$ cat src/rtl/multicycle_control_if.sv
// Bundle between the multicycle controller and its datapath: instruction fields and
// memory handshake into the controller, mux selects, strobes and status out of it.
interface multicycle_control_if;
    logic [5:0] Op;
    logic [5:0] Funct;
    logic       Zero;
    logic       MemReady;
    logic       IorD;
    logic       MemRead;
    logic       MemWrite;
    logic       IRWrite;
    logic       PCWrite;
    logic       ALUSrcA;
    logic       RegWrite;
    logic [1:0] PCSource;
    logic [1:0] ALUSrcB;
    logic [1:0] RegDst;
    logic [1:0] MemtoReg;
    logic [2:0] ALUOp;
    logic       InstrDone;
    logic       Fault;
    logic [3:0] State;

    modport master (
        input  Op, Funct, Zero, MemReady,
        output IorD, MemRead, MemWrite, IRWrite, PCWrite, ALUSrcA, RegWrite,
        output PCSource, ALUSrcB, RegDst, MemtoReg, ALUOp, InstrDone, Fault, State
    );

    modport slave (
        output Op, Funct, Zero, MemReady,
        input  IorD, MemRead, MemWrite, IRWrite, PCWrite, ALUSrcA, RegWrite,
        input  PCSource, ALUSrcB, RegDst, MemtoReg, ALUOp, InstrDone, Fault, State
    );
endinterface

$ cat src/rtl/multicycle_control.sv
// Multicycle MIPS-style main controller: Moore FSM with Mealy memory-ready qualification,
// a shared-memory wait watchdog, and fault handling for illegal opcodes and timeouts.
module multicycle_control #(
    parameter int MEM_TIMEOUT = 16
) (
    input  logic                 clk,
    input  logic                 reset,
    multicycle_control_if.master bus
);

    typedef enum logic [3:0] {
        S_FETCH  = 4'd0,
        S_DECODE = 4'd1,
        S_MEMADR = 4'd2,
        S_MEMRD  = 4'd3,
        S_MEMWB  = 4'd4,
        S_MEMWR  = 4'd5,
        S_RTEXEC = 4'd6,
        S_RTWB   = 4'd7,
        S_BRANCH = 4'd8,
        S_IEXEC  = 4'd9,
        S_IWB    = 4'd10,
        S_JUMP   = 4'd11,
        S_JAL    = 4'd12,
        S_JR     = 4'd13,
        S_FAULT  = 4'd14
    } state_t;

    localparam logic [5:0] OP_RTYPE = 6'h00;
    localparam logic [5:0] OP_J     = 6'h02;
    localparam logic [5:0] OP_JAL   = 6'h03;
    localparam logic [5:0] OP_BEQ   = 6'h04;
    localparam logic [5:0] OP_BNE   = 6'h05;
    localparam logic [5:0] OP_ADDI  = 6'h08;
    localparam logic [5:0] OP_ANDI  = 6'h0C;
    localparam logic [5:0] OP_ORI   = 6'h0D;
    localparam logic [5:0] OP_LUI   = 6'h0F;
    localparam logic [5:0] OP_LW    = 6'h23;
    localparam logic [5:0] OP_SW    = 6'h2B;
    localparam logic [5:0] FN_JR    = 6'h08;

    localparam int              WAIT_W    = (MEM_TIMEOUT > 2) ? $clog2(MEM_TIMEOUT) : 1;
    localparam logic [WAIT_W-1:0] WAIT_LAST = WAIT_W'(MEM_TIMEOUT - 1);

    state_t              state_q, state_d;
    logic [WAIT_W-1:0]   wait_q, wait_d;
    logic                timeout_s;

    logic       iord_s, mem_read_s, mem_write_s, ir_write_s, pc_write_s, alu_src_a_s, reg_write_s;
    logic [1:0] pc_source_s, alu_src_b_s, reg_dst_s, memto_reg_s;
    logic [2:0] alu_op_s;
    logic       instr_done_s, fault_s;

    function automatic logic is_wait_state(input state_t st);
        return (st == S_FETCH) || (st == S_MEMRD) || (st == S_MEMWR);
    endfunction

    // State and wait-counter registers with synchronous reset.
    always_ff @(posedge clk) begin
        if (reset) begin
            state_q <= S_FETCH;
            wait_q  <= '0;
        end else begin
            state_q <= state_d;
            wait_q  <= wait_d;
        end
    end

    // Next-state logic; memory-ready in the last allowed cycle wins over the timeout.
    always_comb begin
        state_d   = state_q;
        wait_d    = '0;
        timeout_s = (wait_q == WAIT_LAST) && !bus.MemReady;
        case (state_q)
            S_FETCH: begin
                if (bus.MemReady)   state_d = S_DECODE;
                else if (timeout_s) state_d = S_FAULT;
                else                state_d = S_FETCH;
            end
            S_DECODE: begin
                case (bus.Op)
                    OP_LW, OP_SW:                     state_d = S_MEMADR;
                    OP_RTYPE: begin
                        if (bus.Funct == FN_JR) state_d = S_JR;
                        else                    state_d = S_RTEXEC;
                    end
                    OP_BEQ, OP_BNE:                   state_d = S_BRANCH;
                    OP_ADDI, OP_ANDI, OP_ORI, OP_LUI: state_d = S_IEXEC;
                    OP_J:                             state_d = S_JUMP;
                    OP_JAL:                           state_d = S_JAL;
                    default:                          state_d = S_FAULT;
                endcase
            end
            S_MEMADR: begin
                if (bus.Op == OP_LW) state_d = S_MEMRD;
                else                 state_d = S_MEMWR;
            end
            S_MEMRD: begin
                if (bus.MemReady)   state_d = S_MEMWB;
                else if (timeout_s) state_d = S_FAULT;
                else                state_d = S_MEMRD;
            end
            S_MEMWR: begin
                if (bus.MemReady)   state_d = S_FETCH;
                else if (timeout_s) state_d = S_FAULT;
                else                state_d = S_MEMWR;
            end
            S_RTEXEC: state_d = S_RTWB;
            S_IEXEC:  state_d = S_IWB;
            S_MEMWB, S_RTWB, S_BRANCH, S_IWB, S_JUMP, S_JAL, S_JR, S_FAULT: state_d = S_FETCH;
            default:  state_d = S_FETCH;
        endcase
        // The counter only survives while a memory-wait state holds; any transition clears it.
        if ((state_d == state_q) && is_wait_state(state_q)) begin
            wait_d = wait_q + WAIT_W'(1);
        end else begin
            wait_d = '0;
        end
    end

    // Moore output decode, with FETCH latch enables and MEMWR retire qualified by MemReady.
    always_comb begin
        iord_s       = 1'b0;
        mem_read_s   = 1'b0;
        mem_write_s  = 1'b0;
        ir_write_s   = 1'b0;
        pc_write_s   = 1'b0;
        alu_src_a_s  = 1'b0;
        reg_write_s  = 1'b0;
        pc_source_s  = 2'd0;
        alu_src_b_s  = 2'd0;
        reg_dst_s    = 2'd0;
        memto_reg_s  = 2'd0;
        alu_op_s     = 3'b000;
        instr_done_s = 1'b0;
        fault_s      = 1'b0;
        case (state_q)
            S_FETCH: begin
                mem_read_s  = 1'b1;
                alu_src_b_s = 2'd1;
                ir_write_s  = bus.MemReady;
                pc_write_s  = bus.MemReady;
            end
            S_DECODE: alu_src_b_s = 2'd3;
            S_MEMADR: begin
                alu_src_a_s = 1'b1;
                alu_src_b_s = 2'd2;
            end
            S_MEMRD: begin
                iord_s     = 1'b1;
                mem_read_s = 1'b1;
            end
            S_MEMWB: begin
                reg_write_s  = 1'b1;
                memto_reg_s  = 2'd1;
                instr_done_s = 1'b1;
            end
            S_MEMWR: begin
                iord_s       = 1'b1;
                mem_write_s  = 1'b1;
                instr_done_s = bus.MemReady;
            end
            S_RTEXEC: begin
                alu_src_a_s = 1'b1;
                alu_op_s    = 3'b010;
            end
            S_RTWB: begin
                reg_write_s  = 1'b1;
                reg_dst_s    = 2'd1;
                instr_done_s = 1'b1;
            end
            S_BRANCH: begin
                alu_src_a_s  = 1'b1;
                alu_op_s     = 3'b001;
                pc_source_s  = 2'd1;
                pc_write_s   = ((bus.Op == OP_BEQ) && bus.Zero) || ((bus.Op == OP_BNE) && !bus.Zero);
                instr_done_s = 1'b1;
            end
            S_IEXEC: begin
                alu_src_a_s = 1'b1;
                alu_src_b_s = 2'd2;
                case (bus.Op)
                    OP_ORI:  alu_op_s = 3'b011;
                    OP_ANDI: alu_op_s = 3'b100;
                    OP_LUI:  alu_op_s = 3'b101;
                    default: alu_op_s = 3'b000;
                endcase
            end
            S_IWB: begin
                reg_write_s  = 1'b1;
                instr_done_s = 1'b1;
            end
            S_JUMP: begin
                pc_write_s   = 1'b1;
                pc_source_s  = 2'd2;
                instr_done_s = 1'b1;
            end
            S_JR: begin
                pc_write_s   = 1'b1;
                pc_source_s  = 2'd3;
                instr_done_s = 1'b1;
            end
            S_JAL: begin
                pc_write_s   = 1'b1;
                pc_source_s  = 2'd2;
                reg_write_s  = 1'b1;
                reg_dst_s    = 2'd2;
                memto_reg_s  = 2'd2;
                instr_done_s = 1'b1;
            end
            S_FAULT: fault_s = 1'b1;
            default: fault_s = 1'b0;
        endcase
    end

    // Drive the bus; everything is held quiet while reset is asserted.
    always_comb begin
        bus.State = state_q;
        if (reset) begin
            bus.IorD      = 1'b0;
            bus.MemRead   = 1'b0;
            bus.MemWrite  = 1'b0;
            bus.IRWrite   = 1'b0;
            bus.PCWrite   = 1'b0;
            bus.ALUSrcA   = 1'b0;
            bus.RegWrite  = 1'b0;
            bus.PCSource  = 2'd0;
            bus.ALUSrcB   = 2'd0;
            bus.RegDst    = 2'd0;
            bus.MemtoReg  = 2'd0;
            bus.ALUOp     = 3'b000;
            bus.InstrDone = 1'b0;
            bus.Fault     = 1'b0;
        end else begin
            bus.IorD      = iord_s;
            bus.MemRead   = mem_read_s;
            bus.MemWrite  = mem_write_s;
            bus.IRWrite   = ir_write_s;
            bus.PCWrite   = pc_write_s;
            bus.ALUSrcA   = alu_src_a_s;
            bus.RegWrite  = reg_write_s;
            bus.PCSource  = pc_source_s;
            bus.ALUSrcB   = alu_src_b_s;
            bus.RegDst    = reg_dst_s;
            bus.MemtoReg  = memto_reg_s;
            bus.ALUOp     = alu_op_s;
            bus.InstrDone = instr_done_s;
            bus.Fault     = fault_s;
        end
    end

endmodule

$ cat src/flat_wrapper.sv
// flat-port wrapper written by rule: the top's interface ports become plain ports
module multicycle_control_flat 
#(
    parameter int MEM_TIMEOUT = 16
)
  (clk, reset, bus_Op, bus_Funct, bus_Zero, bus_MemReady, bus_IorD, bus_MemRead, bus_MemWrite, bus_IRWrite, bus_PCWrite, bus_ALUSrcA, bus_RegWrite, bus_PCSource, bus_ALUSrcB, bus_RegDst, bus_MemtoReg, bus_ALUOp, bus_InstrDone, bus_Fault, bus_State);
  multicycle_control_if bus_i ();
  input  logic clk;
  input  logic reset;
  input wire logic [$bits(bus_i.Op)-1:0] bus_Op;
  input wire logic [$bits(bus_i.Funct)-1:0] bus_Funct;
  input wire logic [$bits(bus_i.Zero)-1:0] bus_Zero;
  input wire logic [$bits(bus_i.MemReady)-1:0] bus_MemReady;
  output wire logic [$bits(bus_i.IorD)-1:0] bus_IorD;
  output wire logic [$bits(bus_i.MemRead)-1:0] bus_MemRead;
  output wire logic [$bits(bus_i.MemWrite)-1:0] bus_MemWrite;
  output wire logic [$bits(bus_i.IRWrite)-1:0] bus_IRWrite;
  output wire logic [$bits(bus_i.PCWrite)-1:0] bus_PCWrite;
  output wire logic [$bits(bus_i.ALUSrcA)-1:0] bus_ALUSrcA;
  output wire logic [$bits(bus_i.RegWrite)-1:0] bus_RegWrite;
  output wire logic [$bits(bus_i.PCSource)-1:0] bus_PCSource;
  output wire logic [$bits(bus_i.ALUSrcB)-1:0] bus_ALUSrcB;
  output wire logic [$bits(bus_i.RegDst)-1:0] bus_RegDst;
  output wire logic [$bits(bus_i.MemtoReg)-1:0] bus_MemtoReg;
  output wire logic [$bits(bus_i.ALUOp)-1:0] bus_ALUOp;
  output wire logic [$bits(bus_i.InstrDone)-1:0] bus_InstrDone;
  output wire logic [$bits(bus_i.Fault)-1:0] bus_Fault;
  output wire logic [$bits(bus_i.State)-1:0] bus_State;
  assign bus_i.Op = bus_Op;
  assign bus_i.Funct = bus_Funct;
  assign bus_i.Zero = bus_Zero;
  assign bus_i.MemReady = bus_MemReady;
  assign bus_IorD = bus_i.IorD;
  assign bus_MemRead = bus_i.MemRead;
  assign bus_MemWrite = bus_i.MemWrite;
  assign bus_IRWrite = bus_i.IRWrite;
  assign bus_PCWrite = bus_i.PCWrite;
  assign bus_ALUSrcA = bus_i.ALUSrcA;
  assign bus_RegWrite = bus_i.RegWrite;
  assign bus_PCSource = bus_i.PCSource;
  assign bus_ALUSrcB = bus_i.ALUSrcB;
  assign bus_RegDst = bus_i.RegDst;
  assign bus_MemtoReg = bus_i.MemtoReg;
  assign bus_ALUOp = bus_i.ALUOp;
  assign bus_InstrDone = bus_i.InstrDone;
  assign bus_Fault = bus_i.Fault;
  assign bus_State = bus_i.State;
  multicycle_control #(.MEM_TIMEOUT(MEM_TIMEOUT)) u_core (.clk(clk), .reset(reset), .bus(bus_i));
endmodule
$ cat config.mk
export PLATFORM = sky130hd
export DESIGN_NAME = multicycle_control_flat
export DESIGN_NICKNAME = d
export VERILOG_FILES = /design/src/rtl/multicycle_control_if.sv /design/src/rtl/multicycle_control.sv /design/src/flat_wrapper.sv
export SDC_FILE = /design/constraint.sdc
export NUM_CORES = 1
export LEC_CHECK = 0
export CAP_MARGIN = 10
export CORE_AREA = 2 2 55 57
export CTS_CLUSTER_DIAMETER = 30
export DETAILED_ROUTE_END_ITERATION = 10
export DIE_AREA = 0 0 57 59
export GPL_ROUTABILITY_DRIVEN = 0
export PLACE_DENSITY = 0.76
export SYNTH_ARGS = -nofsm -noshare
export SYNTH_HDL_FRONTEND = slang
export SYNTH_SLANG_ARGS = --single-unit
export TNS_END_PERCENT = 100
$ cat constraint.sdc
create_clock -name clk -period 1.9 [get_ports clk]
set_clock_uncertainty 0.15 [all_clocks]
set_input_delay 0.38 -clock clk [delete_from_list [all_inputs] [get_ports clk]]
set_output_delay 0.38 -clock clk [all_outputs]
set_load 0.02 [all_outputs]
Word level (Yosys, flattened, before mapping)
Cells that the tools add are included.

storage, ports and cells
  logic and storage cells = 93
  input bits = 16
  flip-flop bits (word level) = 8
  output and inout bits = 24

operators by class
  reductions and logical operators = 23
  muxes and demuxes = 39
  equal/unequal tests = 27
  add/subtract/negate cells = 1
  bitwise logic cells = 1

operator list
  kind                 number
  $eq 4x4->1 const B   8
  $eq 6x4->1 const B   5
  $mux 4               7
  $pmux 4 s7           1
  $pmux 4 s6           1
  $pmux 3 s3           2
  $eq 4x3->1 const B   4
  $mux 1               16
  $reduce_or 2->1      7
  $eq 6x2->1 const B   2
  $eq 6x3->1 const B   2
  $eq 6x6->1 const B   2
  $pmux 2 s3           2
  $reduce_or 4->1      3
  $eq 4x2->1 const B   2
  $mux 2               4
  $pmux 2 s2           2
  $reduce_or 7->1      1
  $logic_not 6->1      1
  $mux 3               2
  $add 4x1->4 const B  1
  $eq 4x1->1 const B   1
  $eq 4x4->1           1
  $logic_and 1x1->1    4
  7 further kinds      10

Depth between registers and ports, before layout
Gate-level depths: netlist of run 1.

  word-level depth = 9
  gate-level depth with buffers = 6
  mapped depth without buffers = 5

Least setup slack after synthesis of run 1
No wires, ideal clock.

  kind = flip-flop to output port
  start = register u_core.state_q[2], in the netlist u_core.bus.State[2]
  end = output port bus_InstrDone
  cell stages (with the launch flop) = 5
  arrival time = 2.109 ns
  data required time = 1.370 ns
  buffers on the path = 2
  path slack = -0.739 ns
  path through = dfxtp_1 buf_2 buf_2 a21oi_1 a2111oi_0

on the way
  longest elaborated chain between the ends = 4
  elaborated cells on any way between the ends = 11
  classes of those cells = 8 x eq/ne; 2 x mux; 1 x reduce/logical

ends and longest elaborated chain
  element                                   line                       source
  from (decl)                               multicycle_control.sv:45   state_t state_q, state_d;
  from (signal assigned)                    multicycle_control.sv:64   state_q <= state_d;
  $eq 4x3->1 or $eq 4x4->1 (tied branches)  multicycle_control.sv:137  case (state_q)
  $reduce_or 7->1 (no line)                 -
  $pmux 1 s2 (*)                            multicycle_control.sv:137
  $mux 1 (*)                                multicycle_control.sv:219  if (reset) begin
  to (decl)                                 flat_wrapper.sv:26         output wire logic [$bits(bus_i.InstrDone)-1:0] bus_InstrDone;

Every way passes the cells marked *; elsewhere a longest branch is shown, timed or not.

Worst setup path after layout of run 1
  start = register u_core.state_q[0], in the netlist u_core.bus.State[0]
  end = output port bus_PCWrite

on the way
  longest elaborated chain between the ends = 4
  elaborated cells on any way between the ends = 8
  classes of those cells = 4 x eq/ne; 2 x mux; 2 x reduce/logical

ends and longest elaborated chain
  element                    line                       source
  $eq 4x4->1                 multicycle_control.sv:137
  $reduce_or 3->1 (no line)  -
  $pmux 1 s3 (*)             multicycle_control.sv:137
  $mux 1 (*)                 multicycle_control.sv:219
  to (decl)                  flat_wrapper.sv:18         output wire logic [$bits(bus_i.PCWrite)-1:0] bus_PCWrite;

Marked as above.

==> impl_metrics.env, run 1 <==
export IMPL_use_met3_pct=4.80
export IMPL_worstPathRequired_ns=1.37
export IMPL_multi_input_area_um2=1050
export IMPL_worst_r2r_path_depth=6
export IMPL_yosysWarnings=0
export IMPL_synth_cell_types=47
export IMPL_busiest_layer="met2"
export IMPL_synth_seq_cells=8
export IMPL_avgSynthCellArea_um2=6.72
export IMPL_fp_row_count=19
export IMPL_tns_ns=-1.33
export IMPL_cts_sinks=8
export IMPL_antenna_cells=0
export IMPL_syn_area_um2=1050
export IMPL_grt_pass1_wl_mm=7.01
export IMPL_wl_per_cell_um=18.5
export IMPL_ys_seq_area_share_pct=15.3
export IMPL_nets=262
export IMPL_grt_max_degree=17
export IMPL_dieArea_um2=3360
export IMPL_syn_inst=156
export IMPL_grt_use_met1_pct=30.3
export IMPL_hold_depth=1
export IMPL_critPathKind="flop to output pin"
export IMPL_peakVddDrop_mv=0.498
export IMPL_slew_headroom_pct=73.3
export IMPL_vias_per_cell=6.01
export IMPL_design_area_um2=2150
export IMPL_die_x_um=57
export IMPL_violations="negative setup slack"
export IMPL_ctsRootBufferMaster="clkbuf_4"
export IMPL_cts_max_level=1
export IMPL_crit_start="u_core.bus.State[0]$_SDFF_PP0_"
export IMPL_ant_nets=0
export IMPL_clkTransAtPathRegs_ns=0.05
export IMPL_setup_slack_ns=-0.148
export IMPL_min_period_ns=2.05
export IMPL_hold_violations=0
export IMPL_synthToLayoutAreaGrowth_pct=105
export IMPL_fp_dieH_um=59
export IMPL_setup_violations=17
export IMPL_fillers=158
export IMPL_hold_ws_ns=0.299
export IMPL_firstDrtPassIters=4
export IMPL_drv_slew=0
export IMPL_hold_buffers=0
export IMPL_max_cap_viol_count=0
export IMPL_dpl_hpwl_mm=3.01
export IMPL_critPathCaptureType="output pin"
export IMPL_initial_core_util_pct=38.7
export IMPL_placed_area_um2=1800
export IMPL_cts_inserted_buffers=3
export IMPL_seqCellArea_um2=175
export IMPL_routed_wl_mm=5.07
export IMPL_clk_path_buf_depth=2
export IMPL_final_cell_mix="buf_4, nor2_1, dlygate4sd2_1"
export IMPL_synth_edf_count=0
export IMPL_power_total_w=0.00138
export IMPL_async_reset_ff_share_pct=0
export IMPL_rrSetupSlack_ns=-0.11
export IMPL_power_density_nw_per_um2=643
export IMPL_grt_overflow_total=0
export IMPL_worst_pin_slew_ns=0.396
export IMPL_syn_nets=173
export IMPL_use_met2_pct=47.6
export IMPL_io_buffer_count=39
export IMPL_clock_latency_ns=0.26
export IMPL_critical_path_endpoint="bus_PCWrite"
export IMPL_cts_tree="yes"
export IMPL_io_pins=40
export IMPL_p_leak_nw=0.931
export IMPL_core_area_um2=2710
export IMPL_grt_pass1_vias=1557
export IMPL_antenna_found_initial=0
export IMPL_rsz0062_at_grt="yes"
export IMPL_crit_arrival_ns=1.52
export IMPL_status="finished with violations"
export IMPL_drc=0
export IMPL_drtIter0Drc=71
export IMPL_r2r_start="u_core.bus.State[3]$_SDFF_PP0_"
export IMPL_critPathLaunchType="flop"
export IMPL_post_route_period_util_pct=108
export IMPL_r2r_end="u_core.bus.State[1]$_SDFF_PP0_"
export IMPL_ys_flop_type="dfxtp_1"
export IMPL_final_common_cell="buf_4"
export IMPL_via_count=1647
export IMPL_hold_class="flop to flop"
export IMPL_crit_fanout=6
export IMPL_timing_fmax_mhz=488
export IMPL_grt_usage_pct=26.4
export IMPL_drive_above_1_share_pct=52.7
[metal layers]
layer  vias to the layer above  part of all wire, %
li1                        752                    -
met1                       770                   37
met2                        96                   52
met3                        29                  5.8
met4                         0                  5.1
met5                         -                    0
[synthesized netlist by cell type, types with 2 or more instances]
cell type	count	area share, %
nor3_1	7	3.3
o211ai_1	3	2.1
buf_6	3	3.2
o21ai_0	8	3.8
a31oi_1	5	3.0
dfxtp_1	8	15
nor4_1	4	2.4
and3_1	2	1.2
xnor2_1	2	1.7
a221o_1	3	2.9
o21ai_1	2	0.95
nand4_1	2	1.2
clkbuf_1	7	2.5
nor3b_1	2	1.4
or3_1	2	1.2
inv_1	4	1.4
a21oi_1	5	2.4
a21o_1	3	2.1
nand2b_1	4	2.4
nor2b_1	5	3.0
o31ai_1	3	2.1
nand2_1	11	3.9
nand3b_1	3	2.1
buf_2	2	0.95
xor2_1	3	2.5
or4_1	2	1.4
nand3_1	9	4.3
nor2_1	23	8.2
[flip-flops by register name, summed over array words and instances (netlist names)]
signal            flops
u_core.wait_q         4
u_core.bus.State      4
[metrics by stage]
stage                     utilization [%]  setup slack (ns)  instances
after floorplan                         -           -0.0978        156
after global placement               66.3            -0.730        256
after detailed placement             66.3            -0.752        256
after CTS                            73.0            -0.113        269
after global routing                 79.5            -0.200        274
final                                79.5            -0.148        274
[cell type report]
| type | count | share of cell area (%) |
|---|---|---|
| multi-input combinational | 130 | 48.8 |
| timing repair buffer | 98 | 39.5 |
| clock buffer | 3 | 1.05 |
| inverter | 4 | 0.697 |
| tap | 31 | 1.80 |
| sequential | 8 | 8.13 |
[repair_timing]
action,CTS,global route
setup buffers,10,5
endpoints found under the hold margin,0,0
resized for setup,153,38
setup endpoints to repair,30,21
pin swaps,13,11
[kinds of logic (layout without fill, tap and decap cells)]
kind of cell | count (synthesis) | after routing | synth area share [%]
simple gates | 84 | 84 | 42.8
fa+ha+maj | 1 | 1 | 1.19
buf+inv | 18 | 105 | 9.90
flops | 8 | 8 | 15.3
compound gates | 40 | 40 | 26.6
xor+xnor | 5 | 5 | 4.18
[power breakdown]
| group | internal, W | switching, W |
|---|---|---|
| clock | 0.0000724 | 0.0000602 |
| combinational | 0.000494 | 0.000515 |
| sequential | 0.000196 | 0.0000474 |
[worst min path at each step]
| stage | startpoint | endpoint | slack (ns) |
|---|---|---|---|
| global route | u_core.wait_q[0]$_SDFF_PP0_ | u_core.wait_q[0]$_SDFF_PP0_ | 0.33 |
| finish | u_core.wait_q[0]$_SDFF_PP0_ | u_core.wait_q[0]$_SDFF_PP0_ | 0.30 |
| CTS | u_core.wait_q[0]$_SDFF_PP0_ | u_core.wait_q[0]$_SDFF_PP0_ | 0.30 |
| global placement | u_core.wait_q[0]$_SDFF_PP0_ | u_core.wait_q[0]$_SDFF_PP0_ | 0.28 |
| detailed placement | u_core.wait_q[0]$_SDFF_PP0_ | u_core.wait_q[0]$_SDFF_PP0_ | 0.29 |
| floorplan | u_core.wait_q[0]$_SDFF_PP0_ | u_core.wait_q[0]$_SDFF_PP0_ | 0.27 |
[worst max-delay path, stage by stage, from the launching register on]
cell and delay, ns:
dfxtp_4 0.37, buf_12 0.13, inv_1 0.11, nand3_1 0.13
a21o_1 0.21, a31oi_4 0.17, buf_6 0.14
No activity file was read; power rests on OpenSTA's default activity.
==> inputs of run 2 (changes only) <==
--- a/config.mk
+++ b/config.mk
@@ -11,6 +11,7 @@
 export DETAILED_ROUTE_END_ITERATION = 10
 export DIE_AREA = 0 0 57 59
 export GPL_ROUTABILITY_DRIVEN = 0
+export HOLD_SLACK_MARGIN = 0.1
 export PLACE_DENSITY = 0.76
 export SYNTH_ARGS = -nofsm -noshare
 export SYNTH_HDL_FRONTEND = slang
==> results of run 2 <==
The final DEF is identical to that of run 1; final timing and power are the same.
==> inputs of run 3 (changes only) <==
--- a/config.mk
+++ b/config.mk
@@ -5,14 +5,15 @@
 export SDC_FILE = /design/constraint.sdc
 export NUM_CORES = 1
 export LEC_CHECK = 0
-export CAP_MARGIN = 10
-export CORE_AREA = 2 2 55 57
+export CAP_MARGIN = 20
+export CORE_AREA = 2 2 63 65
 export CTS_CLUSTER_DIAMETER = 30
 export DETAILED_ROUTE_END_ITERATION = 10
-export DIE_AREA = 0 0 57 59
+export DIE_AREA = 0 0 65 67
 export GPL_ROUTABILITY_DRIVEN = 0
 export HOLD_SLACK_MARGIN = 0.1
-export PLACE_DENSITY = 0.76
+export PLACE_DENSITY = 0.61
+export SLEW_MARGIN = 25
 export SYNTH_ARGS = -nofsm -noshare
 export SYNTH_HDL_FRONTEND = slang
 export SYNTH_SLANG_ARGS = --single-unit
==> run 3 against run 2 <==
Against the previous run:
- the flow still finishes with violations (negative setup slack)
- clock power rose by 65%
- critical path depth decreased by 1
- register-to-register slack gained 0.03 ns
- critical endpoint is now bus_ALUOp[1]
==> impl_metrics.env, run 3 (synthesized netlist as in run 1, its figures left out) <==
export IMPL_tns_ns=-0.607
export IMPL_hold_buffers=0
export IMPL_p_clk_share_pct=14.5
export IMPL_antenna_found_initial=0
export IMPL_p_leak_nw=0.980
export IMPL_via_count=1591
export IMPL_grt_overflow_total=0
export IMPL_placed_area_um2=1870
export IMPL_power_density_nw_per_um2=667
export IMPL_drive_above_1_share_pct=55.6
export IMPL_cts_sinks=8
export IMPL_io_buffer_count=39
export IMPL_post_route_period_util_pct=105
export IMPL_min_period_ns=2.00
export IMPL_dpl_hpwl_mm=3.10
export IMPL_wl_per_cell_um=15.5
export IMPL_clkTransAtPathRegs_ns=0.05
export IMPL_seq_power_share_pct=15.8
export IMPL_p_switching_w=0.000633
export IMPL_critPathLaunchType="flop"
export IMPL_initial_core_util_pct=29.1
export IMPL_cts_inserted_buffers=3
export IMPL_switching_share_pct=41.9
export IMPL_synthToLayoutAreaGrowth_pct=116
export IMPL_power_total_w=0.00151
export IMPL_critPathCaptureType="output pin"
export IMPL_violations="negative setup slack"
export IMPL_io_pins=40
export IMPL_dieArea_um2=4360
export IMPL_nets=271
export IMPL_hold_violations=0
export IMPL_grt_pass1_wl_mm=6.88
export IMPL_ctsRootBufferMaster="clkbuf_8"
export IMPL_routed_wl_mm=4.64
export IMPL_clk_path_buf_depth=2
export IMPL_path_cells="nor2b_4 > and3_4 > nand4_1 > o22ai_2 > buf_6"
export IMPL_hold_class="flop to flop"
export IMPL_p_comb_share_pct=69.7
export IMPL_final_cell_mix="buf_4, buf_6, dlygate4sd2_1"
export IMPL_die_x_um=65
export IMPL_rsz0062_at_grt="yes"
export IMPL_status="finished with violations"
export IMPL_worstPathRequired_ns=1.37
export IMPL_peakVddDrop_mv=0.275
export IMPL_design_area_um2=2260
export IMPL_critPathKind="flop to output pin"
export IMPL_cts_tree="yes"
export IMPL_clock_latency_ns=0.24
export IMPL_setup_violations=11
export IMPL_slew_headroom_pct=70.2
export IMPL_grt_usage_pct=20.2
export IMPL_cp_slowest_cell="dfxtp_4"
export IMPL_drtIter0Drc=34
export IMPL_crit_fanout=4
export IMPL_internal_power_w=0.000877
export IMPL_worst_pin_slew_ns=0.443
export IMPL_setup_slack_ns=-0.103
export IMPL_max_cap_viol_count=0
export IMPL_drc=0
export IMPL_firstDrtPassIters=4
export IMPL_timing_fmax_mhz=499
export IMPL_antenna_cells=0
export IMPL_core_area_um2=3610
export IMPL_grt_max_degree=20
export IMPL_final_common_cell="buf_4"
export IMPL_drv_slew=0
export IMPL_fp_dieH_um=67
export IMPL_cts_max_level=1
export IMPL_fp_row_count=22
export IMPL_slowest_delay_ns=0.37
export IMPL_grt_pass1_vias=1585
export IMPL_crit_arrival_ns=1.47
export IMPL_ant_nets=0
export IMPL_vias_per_cell=5.30
-- run 3: cell types whose count changed in the layout (fill, tap and decap cells not counted), moves of 3 or more --
cell | before | now
nor2_1 | 15 | 12
buf_6 | 12 | 19
clkbuf_4 | 3 | 0
clkbuf_8 | 0 | 3
buf_2 | 1 | 5
nor2_2 | 2 | 5
-- run 3: metal layers --
| metal | global-route usage (%) | share of wire [%] |
|---|---|---|
| met1 | 20.8 | 40 |
| met2 | 39.6 | 53 |
| met3 | 4.56 | 4.1 |
| met4 | 7.45 | 2.3 |
| met5 | 0 | 0 |
-- run 3: repair_timing --
item,4_1_cts,5_1_grt
pin swaps,15,16
resized for setup,152,44
buffers inserted,9,6
setup endpoints to repair,28,21
gates cloned,0,0
-- run 3: path summary, 6_finish.rpt --
kind | cells after the start | start | slack, ns | endpoint
setup / recovery | 5 | u_core.bus.State[3]$_SDFF_PP0_ | -0.10 | bus_ALUOp[1]
hold / removal | 1 | u_core.wait_q[0]$_SDFF_PP0_ | 0.30 | u_core.wait_q[0]$_SDFF_PP0_
setup reg to reg | 6 | u_core.bus.State[3]$_SDFF_PP0_ | -0.08 | u_core.bus.State[1]$_SDFF_PP0_
hold reg to reg | 1 | u_core.wait_q[0]$_SDFF_PP0_ | 0.30 | u_core.wait_q[0]$_SDFF_PP0_
-- run 3: area by class of cell --
type | instances | area (um^2)
multi-input combinational | 130 | 1060
inverter | 4 | 15.0
tap | 48 | 60.1
timing repair buffer | 107 | 910
clock buffer | 3 | 41.3
fill | 300 | 1340
sequential | 8 | 175
-- run 3: through the flow --
step | setup WS, ns | utilization [%] | instances | hold WS, ns
global route | -0.139 | 62.8 | 300 | 0.328
CTS | -0.0865 | 57.5 | 294 | 0.311
floorplan | -0.0978 | - | 156 | 0.268
global placement | -0.746 | 51.9 | 282 | 0.275
detailed placement | -0.776 | 51.9 | 282 | 0.300
finish | -0.103 | 62.8 | 300 | 0.303
-- run 3: power by group through the flow --
stage | Sequential (W) | Clock [W] | Combinational (W)
final | 0.000238 | 0.000219 | 0.00105
after detailed placement | 0.000230 | 0 | 0.000812
after floorplan | 0.000233 | 0 | 0.000414
after global placement | 0.000229 | 0 | 0.000802
after CTS | 0.000239 | 0.000224 | 0.000882
after global routing | 0.000243 | 0.000224 | 0.00112
-- run 3: worst max-delay path, delay by kind of cell, from the launching register on --
family          cells  cell delay (ns)
compound gates      1             0.18
buf+inv             1             0.14
flops               1             0.37
simple gates        3             0.54
